### src/rtl/uart_pkg.sv
// Shared definitions for the parametrised UART transmitter: parity modes,
// serialiser state encoding and frame-length arithmetic.
package uart_pkg;

    localparam int PAR_NONE = 0;
    localparam int PAR_EVEN = 1;
    localparam int PAR_ODD  = 2;

    // Wide enough to index 5..8 data bits and 1..2 stop bits.
    localparam int BIT_CNT_W = 3;

    typedef enum logic [2:0] {
        ST_IDLE,
        ST_START,
        ST_DATA,
        ST_PARITY,
        ST_STOP
    } tx_state_t;

    function automatic int frame_bits(input int data_bits, input int parity, input int stop_bits);
        return 1 + data_bits + ((parity != PAR_NONE) ? 1 : 0) + stop_bits;
    endfunction

endpackage

### src/rtl/uart_tx_fifo_param_fifo.sv
// Single-clock FIFO with first-word-fall-through read and extra-MSB pointers
// for full/empty detection.
module sync_fifo #(
    parameter int WIDTH = 8,
    parameter int DEPTH = 16
) (
    input  logic                     clk,
    input  logic                     nRst,
    input  logic                     push,
    input  logic                     pop,
    input  logic [WIDTH-1:0]         wdata,
    output logic [WIDTH-1:0]         rdata,
    output logic                     full,
    output logic                     empty,
    output logic [$clog2(DEPTH):0]   count
);

    localparam int AW = $clog2(DEPTH);

    logic [WIDTH-1:0] mem [DEPTH];
    logic [AW:0]      wr_ptr;
    logic [AW:0]      rd_ptr;
    logic             do_push;
    logic             do_pop;

    assign do_push = push && !full;
    assign do_pop  = pop && !empty;

    assign empty = (wr_ptr == rd_ptr);
    assign full  = (wr_ptr[AW] != rd_ptr[AW]) && (wr_ptr[AW-1:0] == rd_ptr[AW-1:0]);
    assign count = wr_ptr - rd_ptr;
    assign rdata = mem[rd_ptr[AW-1:0]];

    // NOTE: sequential state uses non-blocking assignments so every flop samples pre-edge values.
    always_ff @(posedge clk) begin
        if (!nRst) begin
            wr_ptr <= '0;
            rd_ptr <= '0;
        end else begin
            if (do_push) wr_ptr <= wr_ptr + 1'b1;
            if (do_pop)  rd_ptr <= rd_ptr + 1'b1;
        end
    end

    // NOTE: storage carries no reset; cleared pointers already make stale entries unreachable.
    always_ff @(posedge clk) begin
        if (do_push) mem[wr_ptr[AW-1:0]] <= wdata;
    end

endmodule

### src/rtl/uart_tx_fifo_param.sv
// UART transmitter fed by a valid/ready FIFO; frames are sent back to back
// while words are queued, with a registered serial output.
module uart_tx_fifo_param
    import uart_pkg::*;
#(
    parameter int CLKS_PER_BIT = 1250,
    parameter int DATA_BITS    = 8,
    parameter int PARITY       = 0,
    parameter int STOP_BITS    = 1,
    parameter int FIFO_DEPTH   = 16
) (
    input  logic                          clk,
    input  logic                          nRst,
    input  logic [DATA_BITS-1:0]          i_data,
    input  logic                          i_valid,
    output logic                          o_ready,
    output logic                          o_Tx,
    output logic                          o_busy,
    output logic [$clog2(FIFO_DEPTH):0]   o_fifo_count
);

    localparam int CNT_W = $clog2(CLKS_PER_BIT);

    tx_state_t              state;
    logic [CNT_W-1:0]       cnt;
    logic [BIT_CNT_W-1:0]   bit_cnt;
    logic [DATA_BITS-1:0]   shreg;
    logic                   par_bit;
    logic                   tx_q;
    logic                   busy_q;

    logic                   fifo_full;
    logic                   fifo_empty;
    logic [DATA_BITS-1:0]   fifo_rdata;
    logic                   push;
    logic                   pop;
    logic                   cnt_last;
    logic                   last_stop;

    assign o_ready = !fifo_full;
    assign push    = i_valid && !fifo_full;

    assign cnt_last  = (cnt == CNT_W'(CLKS_PER_BIT - 1));
    assign last_stop = (state == ST_STOP) && cnt_last && (bit_cnt == BIT_CNT_W'(STOP_BITS - 1));
    // The last stop cycle pops directly so the next start bit follows with no idle gap.
    assign pop = !fifo_empty && ((state == ST_IDLE) || last_stop);

    sync_fifo #(
        .WIDTH (DATA_BITS),
        .DEPTH (FIFO_DEPTH)
    ) u_fifo (
        .clk   (clk),
        .nRst  (nRst),
        .push  (push),
        .pop   (pop),
        .wdata (i_data),
        .rdata (fifo_rdata),
        .full  (fifo_full),
        .empty (fifo_empty),
        .count (o_fifo_count)
    );

    always_ff @(posedge clk) begin
        if (!nRst) begin
            state   <= ST_IDLE;
            cnt     <= '0;
            bit_cnt <= '0;
            shreg   <= '0;
            par_bit <= 1'b0;
            tx_q    <= 1'b1;
            busy_q  <= 1'b0;
        end else begin
            // Line level follows the state one cycle later, giving a glitch-free pin.
            unique case (state)
                ST_IDLE:   tx_q <= 1'b1;
                ST_START:  tx_q <= 1'b0;
                ST_DATA:   tx_q <= shreg[0];
                ST_PARITY: tx_q <= par_bit;
                ST_STOP:   tx_q <= 1'b1;
                default:   tx_q <= 1'b1;
            endcase

            if (pop) begin
                shreg   <= fifo_rdata;
                par_bit <= (^fifo_rdata) ^ (PARITY == PAR_ODD);
            end

            unique case (state)
                ST_IDLE: begin
                    if (pop) begin
                        state  <= ST_START;
                        cnt    <= '0;
                        busy_q <= 1'b1;
                    end
                end
                ST_START: begin
                    if (cnt_last) begin
                        cnt     <= '0;
                        bit_cnt <= '0;
                        state   <= ST_DATA;
                    end else begin
                        cnt <= cnt + 1'b1;
                    end
                end
                ST_DATA: begin
                    if (cnt_last) begin
                        cnt   <= '0;
                        shreg <= shreg >> 1;
                        if (bit_cnt == BIT_CNT_W'(DATA_BITS - 1)) begin
                            bit_cnt <= '0;
                            state   <= (PARITY != PAR_NONE) ? ST_PARITY : ST_STOP;
                        end else begin
                            bit_cnt <= bit_cnt + 1'b1;
                        end
                    end else begin
                        cnt <= cnt + 1'b1;
                    end
                end
                ST_PARITY: begin
                    if (cnt_last) begin
                        cnt     <= '0;
                        bit_cnt <= '0;
                        state   <= ST_STOP;
                    end else begin
                        cnt <= cnt + 1'b1;
                    end
                end
                ST_STOP: begin
                    if (cnt_last) begin
                        cnt <= '0;
                        if (last_stop) begin
                            bit_cnt <= '0;
                            if (pop) begin
                                state <= ST_START;
                            end else begin
                                state  <= ST_IDLE;
                                busy_q <= 1'b0;
                            end
                        end else begin
                            bit_cnt <= bit_cnt + 1'b1;
                        end
                    end else begin
                        cnt <= cnt + 1'b1;
                    end
                end
                default: begin
                    state  <= ST_IDLE;
                    busy_q <= 1'b0;
                end
            endcase
        end
    end

    assign o_Tx   = tx_q;
    assign o_busy = busy_q;

endmodule

### config.mk
export PLATFORM = sky130hd
export DESIGN_NAME = uart_tx_fifo_param
export DESIGN_NICKNAME = d
export VERILOG_FILES = /design/src/rtl/uart_pkg.sv /design/src/rtl/uart_tx_fifo_param_fifo.sv /design/src/rtl/uart_tx_fifo_param.sv
export SDC_FILE = /design/constraint.sdc
export NUM_CORES = 1
export LEC_CHECK = 0
export ABC_AREA = 1
export BUFFER_PORTS_ARGS = -buffer_cell sky130_fd_sc_hd__buf_2
export CORE_ASPECT_RATIO = 1.1
export CORE_MARGIN = 2
export CORE_UTILIZATION = 25
export CTS_CLUSTER_DIAMETER = 200
export DETAILED_ROUTE_END_ITERATION = 7
export MAX_ROUTING_LAYER = met4
export PLACE_DENSITY = 0.41
export SETUP_SLACK_MARGIN = 0.15
export SLEW_MARGIN = 5
export SYNTH_ARGS = -nofsm -noshare
export SYNTH_HDL_FRONTEND = slang
export SYNTH_HIERARCHICAL = 1
export SYNTH_SLANG_ARGS = --single-unit
### constraint.sdc
create_clock -name clk -period 4.9 [get_ports clk]
set_input_delay 0 -clock clk [delete_from_list [all_inputs] [get_ports clk]]
set_output_delay 0 -clock clk [all_outputs]
set_load 0.02 [all_outputs]
==> results of run 1 <==
-- power breakdown --
part / switching [mW] / internal (mW)
Combinational: 1.12 / 0.469
Sequential: 0.0584 / 1.63
Clock: 0.575 / 0.754
-- cells in the final DEF (no fill, tap or decap), types with 14 or more instances in the layout --
master,n
buf_2,18
o21ai_0,16
nor2_1,50
a21oi_1,24
nand2_1,227
edfxtp_1,128
clkbuf_16,17
nand3_1,126
ha_1,14
inv_1,140
dfxtp_1,41
-- kinds of logic after synthesis --
kind of cell               Yosys count  synth area share
AOI/OAI and AO/OA                   53            0.0343
DFF                                170             0.586
xor gates and xnor gates            13            0.0142
buffers and inverters              176            0.0882
adders and majority gates           15            0.0244
and+or+nand+nor                    446             0.253
-- state kept, by name (all words and copies together), names as in the netlist, named ones only --
register       cells
u_fifo/rd_ptr      5
bit_cnt            3
state              3
u_fifo/wr_ptr      5
u_fifo/mem       128
par_bit            1
cnt               11
shreg              8
o_busy             1
o_Tx               1
-- worst max-delay path, cell delays in order, from the launching register on --
cell and delay [ns]:
dfxtp_1 0.45, inv_1 0.08, ha_1 0.35, nand2_2 0.10, nor2_4 0.05, nand2_4 0.11
inv_1 0.06, nor2_1 0.41, nand2_8 0.14, inv_4 0.11, nand2_2 0.10, nor2_1 0.70
-- cell type report --
class | count | area, sq um
fill | 3380 | 22400
clock buffer | 18 | 429
multi-input combinational | 527 | 2620
timing repair buffer | 21 | 113
clock inverter | 14 | 148
inverter | 147 | 554
sequential | 170 | 4690
tap | 420 | 526
-- layer usage --
metal	vias to the layer above	global-route usage	part of all wire	wire length, um
met5	-	-	0	0
met4	0	0.0426	0.013	257
met3	15	0.0232	0.019	396
met2	63	0.225	0.51	10400
met1	2669	0.161	0.46	9410
li1	2840	-	-	-
-- worst min-delay path by stage --
stage,start,end,slack [ns],cells after the start
floorplan,i_data[0],u_fifo/mem[0][0],0.1,0
global route,i_data[0],u_fifo/mem[12][0],0.02,1
finish,nRst,cnt[9],0.02,3
detailed placement,o_Tx,o_Tx,0.42,1
CTS,nRst,state[0],0.005,3
global placement,o_Tx,o_Tx,0.42,1
==> key figures, run 1 <==
Logic synthesis
  – Sequential share of the synthesized area: 0.586
  – Yosys reg bits: 170
  – Top_reg_cell synth: edfxtp_1
  – Number of enable flip-flop cells after synthesis: 128
  – YS warnings: 6
  – Top cell type's share of synthesized area: 0.480
  – Synthesized instance count: 873
  – Syn Nets: 899
  – Count leader, synth: nand2_1
  – Async set-reset flop share out of synthesis: 0
  – Synth top area cells: edfxtp_1, nand2_1, dfxtp_1
  – Synth cell count leaders: nand2_1, inv_1, edfxtp_1
  – Dominant cell type by area after synthesis: edfxtp_1
  – Mapped Avg Cell Area: 9.16 sq um
  – Netlist Area Pre-Place: 8000 sq um
  – Synth unique cells: 34

Global route
  – Pin count of the biggest net entering global routing: 65
  – Initial antenna violation count: 0
  – First-pass GRT wire length: 32,300 um
  – Vias in the first global route: 5,623
  – GRT Util Overall: 0.133
  – Gr ovfl total: 0

Flow run
  – Max-cap violations: 0

Place
  – Post-DP HPWL: 13,600 um
  – Pre-CTS setup slack: 1.80 ns
  – Placed cell area: 8490 sq um
  – Number of port buffers: 18
  – Final Wtd Congestion: 0.792
  – Post-Place Cells: 1,285

Routing
  – DR WL/cell: 15.5 um
  – DRT iter0 DRCs: 326
  – Antenna-violating nets left: 0
  – Detailed Routing Iterations Pass 1: 5
  – Final wirelength: 20,400 um
  – DR vias: 5,587
  – Via/cell ratio: 4.24
  – Drc violations: 0

Clocking
  – Post-CTS sizing: 0
  – Worst skew pair latency: 0.43 ns
  – Post-CTS setup buffer count: 0
  – CTS tree: yes
  – Clk sinks: 170
  – H-tree depth: 4
  – Max Buffers Root-to-Sink: 2
  – CTS buffer count: 17
  – CTS Hold Bufs: 0
  – Root buffer cell: clkbuf_16
  – CTS clk-pin slew, worst paths: 0.07 ns

STA
  – Fmax: 327 MHz
  – Tmin final: 3.05 ns
  – Final period utilization: 0.623
  – RSZ-0062 raised after global routing: false
  – Setup slack after layout: 1.85 ns
  – Worst slew margin: 0.220
  – Setup TNS: 0 ns
  – Final Hold Viols: 0
  – Least-Margin Pin Slew: 1.16 ns
  – Max-slew violation count: 0
  – Final setup vio count: 0
  – Worst Skew: 0.0142 ns
  – Fin Hold WS: 0.0213 ns

Floorplan
  – Io pins: 19
  – Die Span X: 175 um
  – FP Rows: 68
  – Chip height: 192 um
  – Initial Util: 0.254
  – Die ar.: 33,400 sq um
  – Core area: 31,500 sq um

Worst setup path
  – Crit path max fanout: 10
  – Worst Setup EP: u_fifo/mem[2][0]
  – Critical path data arrival time: 3.10 ns
  – Setup crit start kind: flip-flop
  – Crit path from: u_fifo/rd_ptr[2]
  – Reg2reg setup slack: 1.85 ns
  – R2R cell count: 11
  – Setup CP Type: reg -> reg
  – Worst flop-to-flop path endpoint: u_fifo/mem[2][0]
  – Reg-to-Reg Start: u_fifo/rd_ptr[2]
  – CP required: 4.95 ns
  – Setup crit end kind: flip-flop

Final layout
  – Post-route cell area: 9070 sq um
  – Area grow syn2layout: 13.4%
  – N_diodes: 0
  – Final cell count without fillers: 1,317
  – Layout cells sized above 1: 0.0981
  – Fin util: 0.288
  – Final nets: 910

Power
  – Cell Pwr Density: 508 nW/um^2
  – Final Power: 4.60 mW
  – Cell leakage power: 3.74 nW
  – Worst vdd ir: 0.243 mV

Run status
  – Status: completed

Hold path
  – Hold/Removal Path Class: in -> reg
Note: power is estimated with default switching activity, not from simulation.
==> run 2, diff against run 1 <==
==> constraint.sdc (replaced) <==
create_clock -name clk -period 2.85 [get_ports clk]
set_input_delay 0 -clock clk [delete_from_list [all_inputs] [get_ports clk]]
set_output_delay 0 -clock clk [all_outputs]
set_load 0.02 [all_outputs]
==> run 2 against run 1 <==
  * Flip-flop and latch count did not move
  * Worst setup slack lost 1.5 ns
  * Clock skew shrank 0.0051 ns
  * Clock power grew 83%
  * Core utilization rose by 1.1 points
  * Cell count increased by 2.6%
  * Worst hold slack lost 0.0074 ns
  * Total power increased by 76%
  * Die area is the same
  * Fmax is 23% higher
  * First-iteration DRC count down 6.4%
  * Critical endpoint is now u_fifo/mem[6][2]
==> key figures, run 2 (synthesized netlist as in run 1, its figures left out) <==
Clocking
  – Max Buffers Root-to-Sink: 2
  – CTS tree: yes
  – Clk sinks: 170
  – CTS clk-pin slew, worst paths: 0.07 ns
  – Post-CTS setup buffer count: 0
  – H-tree depth: 4
  – Worst skew pair latency: 0.43 ns
  – Root buffer cell: clkbuf_16
  – CTS buffer count: 17

Worst setup path
  – CP required: 3.00 ns
  – Crit-path max cell delay: 0.55 ns
  – Setup crit end kind: flip-flop
  – Critical path data arrival time: 2.62 ns
  – CP Cell Sequence: ha_1 -> nand2_2 -> nor2_4 -> nand2_4 -> inv_1 -> nor2_1 -> buf_4 -> nand2_8 -> inv_4 -> nand2_2 -> nor2_1 -> buf_4
  – Crit path max fanout: 10
  – Setup CP Type: reg -> reg
  – Setup crit start kind: flip-flop
  – CP max stage cell: dfxtp_1

STA
  – Setup slack after layout: 0.376 ns
  – Setup TNS: 0 ns
  – Final Hold Viols: 0
  – Worst slew margin: 0.595
  – Max-slew violation count: 0
  – Final setup vio count: 0
  – Least-Margin Pin Slew: 0.607 ns
  – RSZ-0062 raised after global routing: false
  – Final period utilization: 0.868
  – Fmax: 404 MHz
  – Tmin final: 2.47 ns
  – Worst Skew: 0.00915 ns

Global route
  – First-pass GRT wire length: 31,500 um
  – Vias in the first global route: 5,550
  – GRT Util Overall: 0.128
  – Initial antenna violation count: 0
  – Gr ovfl total: 0
  – Pin count of the biggest net entering global routing: 43

Final layout
  – Final cell count without fillers: 1,351
  – Commonest non-fill, non-tap cell in the layout: nand2_1
  – Layout cells sized above 1: 0.126
  – Most frequent cells in the layout: nand2_1, inv_1, edfxtp_1, nand3_1, nor2_1
  – Max reg flops: 128
  – Final nets: 944
  – Area grow syn2layout: 17.6%
  – N_diodes: 0

Routing
  – DR vias: 5,682
  – Detailed Routing Iterations Pass 1: 4
  – DRT iter0 DRCs: 305
  – Antenna-violating nets left: 0
  – DR WL/cell: 14.6 um
  – Final wirelength: 19,800 um
  – Via/cell ratio: 4.21
  – Drc violations: 0

Power
  – Final Power: 8.12 mW
  – Cell leakage power: 3.94 nW
  – Cell Pwr Density: 863 nW/um^2
  – Worst vdd ir: 0.395 mV

Run status
  – Status: completed

Place
  – Number of port buffers: 18
  – Final Wtd Congestion: 0.784
  – Post-DP HPWL: 12,800 um
  – Post-Place Cells: 1,313
  – Pre-CTS setup slack: 0.344 ns

Floorplan
  – Die Span X: 175 um
  – Chip height: 192 um
  – Core area: 31,500 sq um
  – Io pins: 19
  – Die ar.: 33,400 sq um
  – Initial Util: 0.254
  – FP Rows: 68

Hold path
  – Hold/Removal Path Class: in -> reg

Flow run
  – Max-cap violations: 0
[run 2: cell types whose count changed in the layout (fill, tap and decap cells not counted), sizes merged]
| cell | before | now |
|---|---|---|
| buf | 21 | 49 |
| clkinvlp | 2 | 4 |
| dlygate4sd3 | 0 | 6 |
| bufinv | 2 | 3 |
| clkinv | 7 | 1 |
| inv | 150 | 153 |
[run 2: worst paths after layout]
kind / start / end / slack, ns / cells past startpoint
worst max-delay path: u_fifo/wr_ptr[2] / u_fifo/mem[6][2] / 0.38 / 12
worst min-delay path: i_data[4] / u_fifo/mem[14][4] / 0.01 / 1
worst max register to register: u_fifo/wr_ptr[2] / u_fifo/mem[6][2] / 0.38 / 12
worst min register to register: shreg[3] / shreg[2] / 0.47 / 2
[run 2: power breakdown]
group	internal (mW)	total (mW)	switching, mW	leakage (nW)
sequential	2.80	2.91	0.106	1.50
clock	1.40	2.44	1.04	0.287
combinational	0.910	2.77	1.86	2.15
total	5.11	8.12	3.01	3.94
[run 2: cell type report]
class                           count  area, sq um
Fill cell                        3410        22100
Sequential cell                   170         4690
Multi-Input combinational cell    527         2610
Inverter                          147          554
Tap cell                          420          526
Clock buffer                       18          429
Timing Repair Buffer               55          420
Clock inverter                     14          184
[run 2: worst max-delay path: cells and delay by family (launching register included)]
family | cells | cell delay [ns]
flops | 1 | 0.55
fa+ha+maj | 1 | 0.36
buf+inv | 4 | 0.50
simple gates | 7 | 0.78
[run 2: timing repair]
action,CTS,global route
resized for setup,0,1
hold endpoints to repair,77,0
hold buffers,6,0
endpoints found under the setup margin,0,5
[run 2: per-layer routing]
metal | share of wire | vias up | global-route usage
li1 | - | 2906 | -
met1 | 0.46 | 2688 | 0.154
met2 | 0.50 | 71 | 0.217
met3 | 0.025 | 17 | 0.0222
met4 | 0.018 | 0 | 0.0455
met5 | 0 | - | -
[run 2: metrics by stage]
step,hold slack [ns],area [sq um],util
3_5_place_dp,0.419,8740,0.278
4_1_cts,0.00367,9410,0.299
3_3_place_gp,0.416,8740,0.278
6_report,0.0139,9410,0.299
5_1_grt,0.0150,9410,0.299
2_1_floorplan,0.0989,8000,-
==> run 3, diff against run 2 <==
--- a/config.mk
+++ b/config.mk
@@ -9,11 +9,11 @@
 export BUFFER_PORTS_ARGS = -buffer_cell sky130_fd_sc_hd__buf_2
 export CORE_ASPECT_RATIO = 1.1
 export CORE_MARGIN = 2
-export CORE_UTILIZATION = 25
+export CORE_UTILIZATION = 55
 export CTS_CLUSTER_DIAMETER = 200
 export DETAILED_ROUTE_END_ITERATION = 7
 export MAX_ROUTING_LAYER = met4
-export PLACE_DENSITY = 0.41
+export PLACE_DENSITY = 0.73
 export SETUP_SLACK_MARGIN = 0.15
 export SLEW_MARGIN = 5
 export SYNTH_ARGS = -nofsm -noshare
==> run 3 against run 2 <==
  * Die area decreased by 54%
  * Cell count decreased by 17%
  * Combinational power decreased by 4%
  * The run now ends with hold timing left
  * Total power decreased by 5.0%
  * Critical path type unchanged
  * Sequential share of layout area increased by 2.4 points
  * Critical endpoint is now u_fifo/mem[13][3]
  * Via count increased by 0.83%
  * Critical path depth decreased by 1
  * First-iteration DRC count increased by 38%
  * Non-clock buffer count decreased by 8
==> key figures, run 3 (synthesized netlist as in run 1, its figures left out) <==
Final layout
  – Max reg flops: 128
  – Final nets: 936
  – N_diodes: 0
  – Post-route cell area: 8970 sq um
  – Layout cells sized above 1: 0.117
  – Area grow syn2layout: 12.2%
  – Most frequent cells in the layout: nand2_1, inv_1, edfxtp_1, nand3_1, nor2_1
  – Commonest non-fill, non-tap cell in the layout: nand2_1

Worst setup path
  – R2R cell count: 11
  – Worst flop-to-flop path endpoint: u_fifo/mem[13][3]
  – Reg-to-Reg Start: u_fifo/wr_ptr[2]
  – Worst Setup EP: u_fifo/mem[13][3]
  – Crit path max fanout: 10
  – Crit path from: u_fifo/wr_ptr[2]
  – Reg2reg setup slack: 0.41 ns
  – Critical path data arrival time: 2.56 ns
  – Setup crit start kind: flip-flop
  – CP required: 2.98 ns
  – Setup CP Type: reg -> reg
  – Setup crit end kind: flip-flop

Routing
  – DR vias: 5,729
  – Final wirelength: 16,600 um
  – DR WL/cell: 14.8 um
  – Drc violations: 0
  – Detailed Routing Iterations Pass 1: 5
  – Antenna-violating nets left: 0
  – DRT iter0 DRCs: 422
  – Via/cell ratio: 5.14

Clocking
  – Max Buffers Root-to-Sink: 2
  – CTS buffer count: 17
  – CTS clk-pin slew, worst paths: 0.06 ns
  – Root buffer cell: clkbuf_16
  – Worst skew pair latency: 0.42 ns
  – H-tree depth: 4
  – CTS tree: yes
  – Clk sinks: 170

Floorplan
  – Initial Util: 0.558
  – Die ar.: 15,500 sq um
  – Core area: 14,300 sq um
  – Io pins: 19
  – Chip height: 130 um
  – Die Span X: 119 um
  – FP Rows: 46

Power
  – Cell Pwr Density: 860 nW/um^2
  – Worst vdd ir: 0.456 mV
  – Internal: 4.89 mW
  – Net Sw Frac: 0.367
  – Final Power: 7.71 mW
  – Sw power: 2.83 mW
  – Flop pwr share: 0.382
  – Combinational share of power: 0.344
  – Cell leakage power: 3.86 nW
  – Clk pwr share: 0.274

Global route
  – Gr ovfl total: 0
  – Pin count of the biggest net entering global routing: 65
  – Vias in the first global route: 5,349
  – First-pass GRT wire length: 27,200 um
  – Initial antenna violation count: 0
  – GRT Util Overall: 0.236

STA
  – RSZ-0062 raised after global routing: false
  – Setup TNS: 0 ns
  – Fin Hold WS: -0.00427 ns
  – Least-Margin Pin Slew: 0.515 ns
  – Fmax: 411 MHz
  – Tmin final: 2.44 ns
  – Worst slew margin: 0.657
  – Worst Skew: 0.00613 ns
  – Max-slew violation count: 0
  – Final setup vio count: 0
  – Final Hold Viols: 1
  – Final period utilization: 0.854

Run status
  – Failing checks: hold timing
  – Status: complete, but fails checks

Flow run
  – Max-cap violations: 0

Place
  – Final Wtd Congestion: 0.925
  – Placed cell area: 8390 sq um
  – Post-DP HPWL: 10,800 um
  – Number of port buffers: 18

Hold path
  – Worst Hold Depth: 5
  – Hold/Removal Path Class: in -> reg
run 3: cell count changes in the layout (fill, tap and decap cells not counted), sizes merged:
cell         previous run  this run
buf                    49        43
inv                   153       149
dlygate4sd3             6         4
bufinv                  3         1
clkbuf                 18        20
clkinv                  1         6
clkinvlp                4         3
run 3: per-stage QoR:
| step | instances | util | hold slack (ns) | setup slack [ns] |
|---|---|---|---|---|
| 2_1_floorplan | 873 | - | 0.0989 | 0.168 |
| 3_3_place_gp | 1079 | 0.586 | 0.416 | 0.391 |
| 3_5_place_dp | 1079 | 0.586 | 0.416 | 0.311 |
| 4_1_cts | 1115 | 0.626 | 0.00337 | 0.294 |
| 5_1_grt | 1115 | 0.626 | 0.0103 | 0.218 |
| 6_report | 1115 | 0.626 | -0.00427 | 0.415 |
run 3: worst max-delay path: stages (launching register included):
cell     delay [ns]
dfxtp_1        0.52
ha_1           0.36
nand2_2        0.11
nor2_4         0.05
nand2_4        0.10
inv_1          0.07
nor2_2         0.28
nand2_8        0.11
inv_4          0.10
nand2_2        0.10
nor2_1         0.13
buf_4          0.20
run 3: what timing repair did:
action	4_1_cts	5_1_grt
hold buffers	4	0
buffers inserted	0	0
endpoints found under the setup margin	0	109
hold endpoints to repair	49	0
gates resized for setup	0	2
run 3: cell type report:
class                      count  area [sq um]
multi-input combinational    527          2620
timing repair buffer          47           343
tap                          192           240
clock inverter                12           100
clock buffer                  20           437
inverter                     147           554
sequential                   170          4690
fill                        1135          5360
run 3: how the worst min path moves through the flow:
stage                          from                 to  slack (ns)
after global routing      i_data[7]   u_fifo/mem[4][7]        0.01
after global placement         o_Tx               o_Tx        0.42
final                       i_valid   u_fifo/wr_ptr[4]      -0.004
after detailed placement       o_Tx               o_Tx        0.42
after CTS                 i_data[7]  u_fifo/mem[11][7]       0.003
after floorplan           i_data[0]   u_fifo/mem[0][0]         0.1
run 3: power groups by stage:
stage	Clock [mW]	Sequential, mW	Combinational [mW]
4_1_cts	2.14	2.95	2.65
6_report	2.11	2.95	2.65
2_1_floorplan	0	2.94	2.07
3_5_place_dp	0	3.00	2.63
5_1_grt	2.26	2.97	2.99
3_3_place_gp	0	3.00	2.59
run 3: layer usage:
layer / vias up / part of all wire / track usage
met2: 153 / 0.48 / 0.377
met4: 0 / 0.020 / 0.0819
li1: 2896 / - / -
met3: 27 / 0.050 / 0.0490
met1: 2653 / 0.45 / 0.304
met5: - / 0 / -
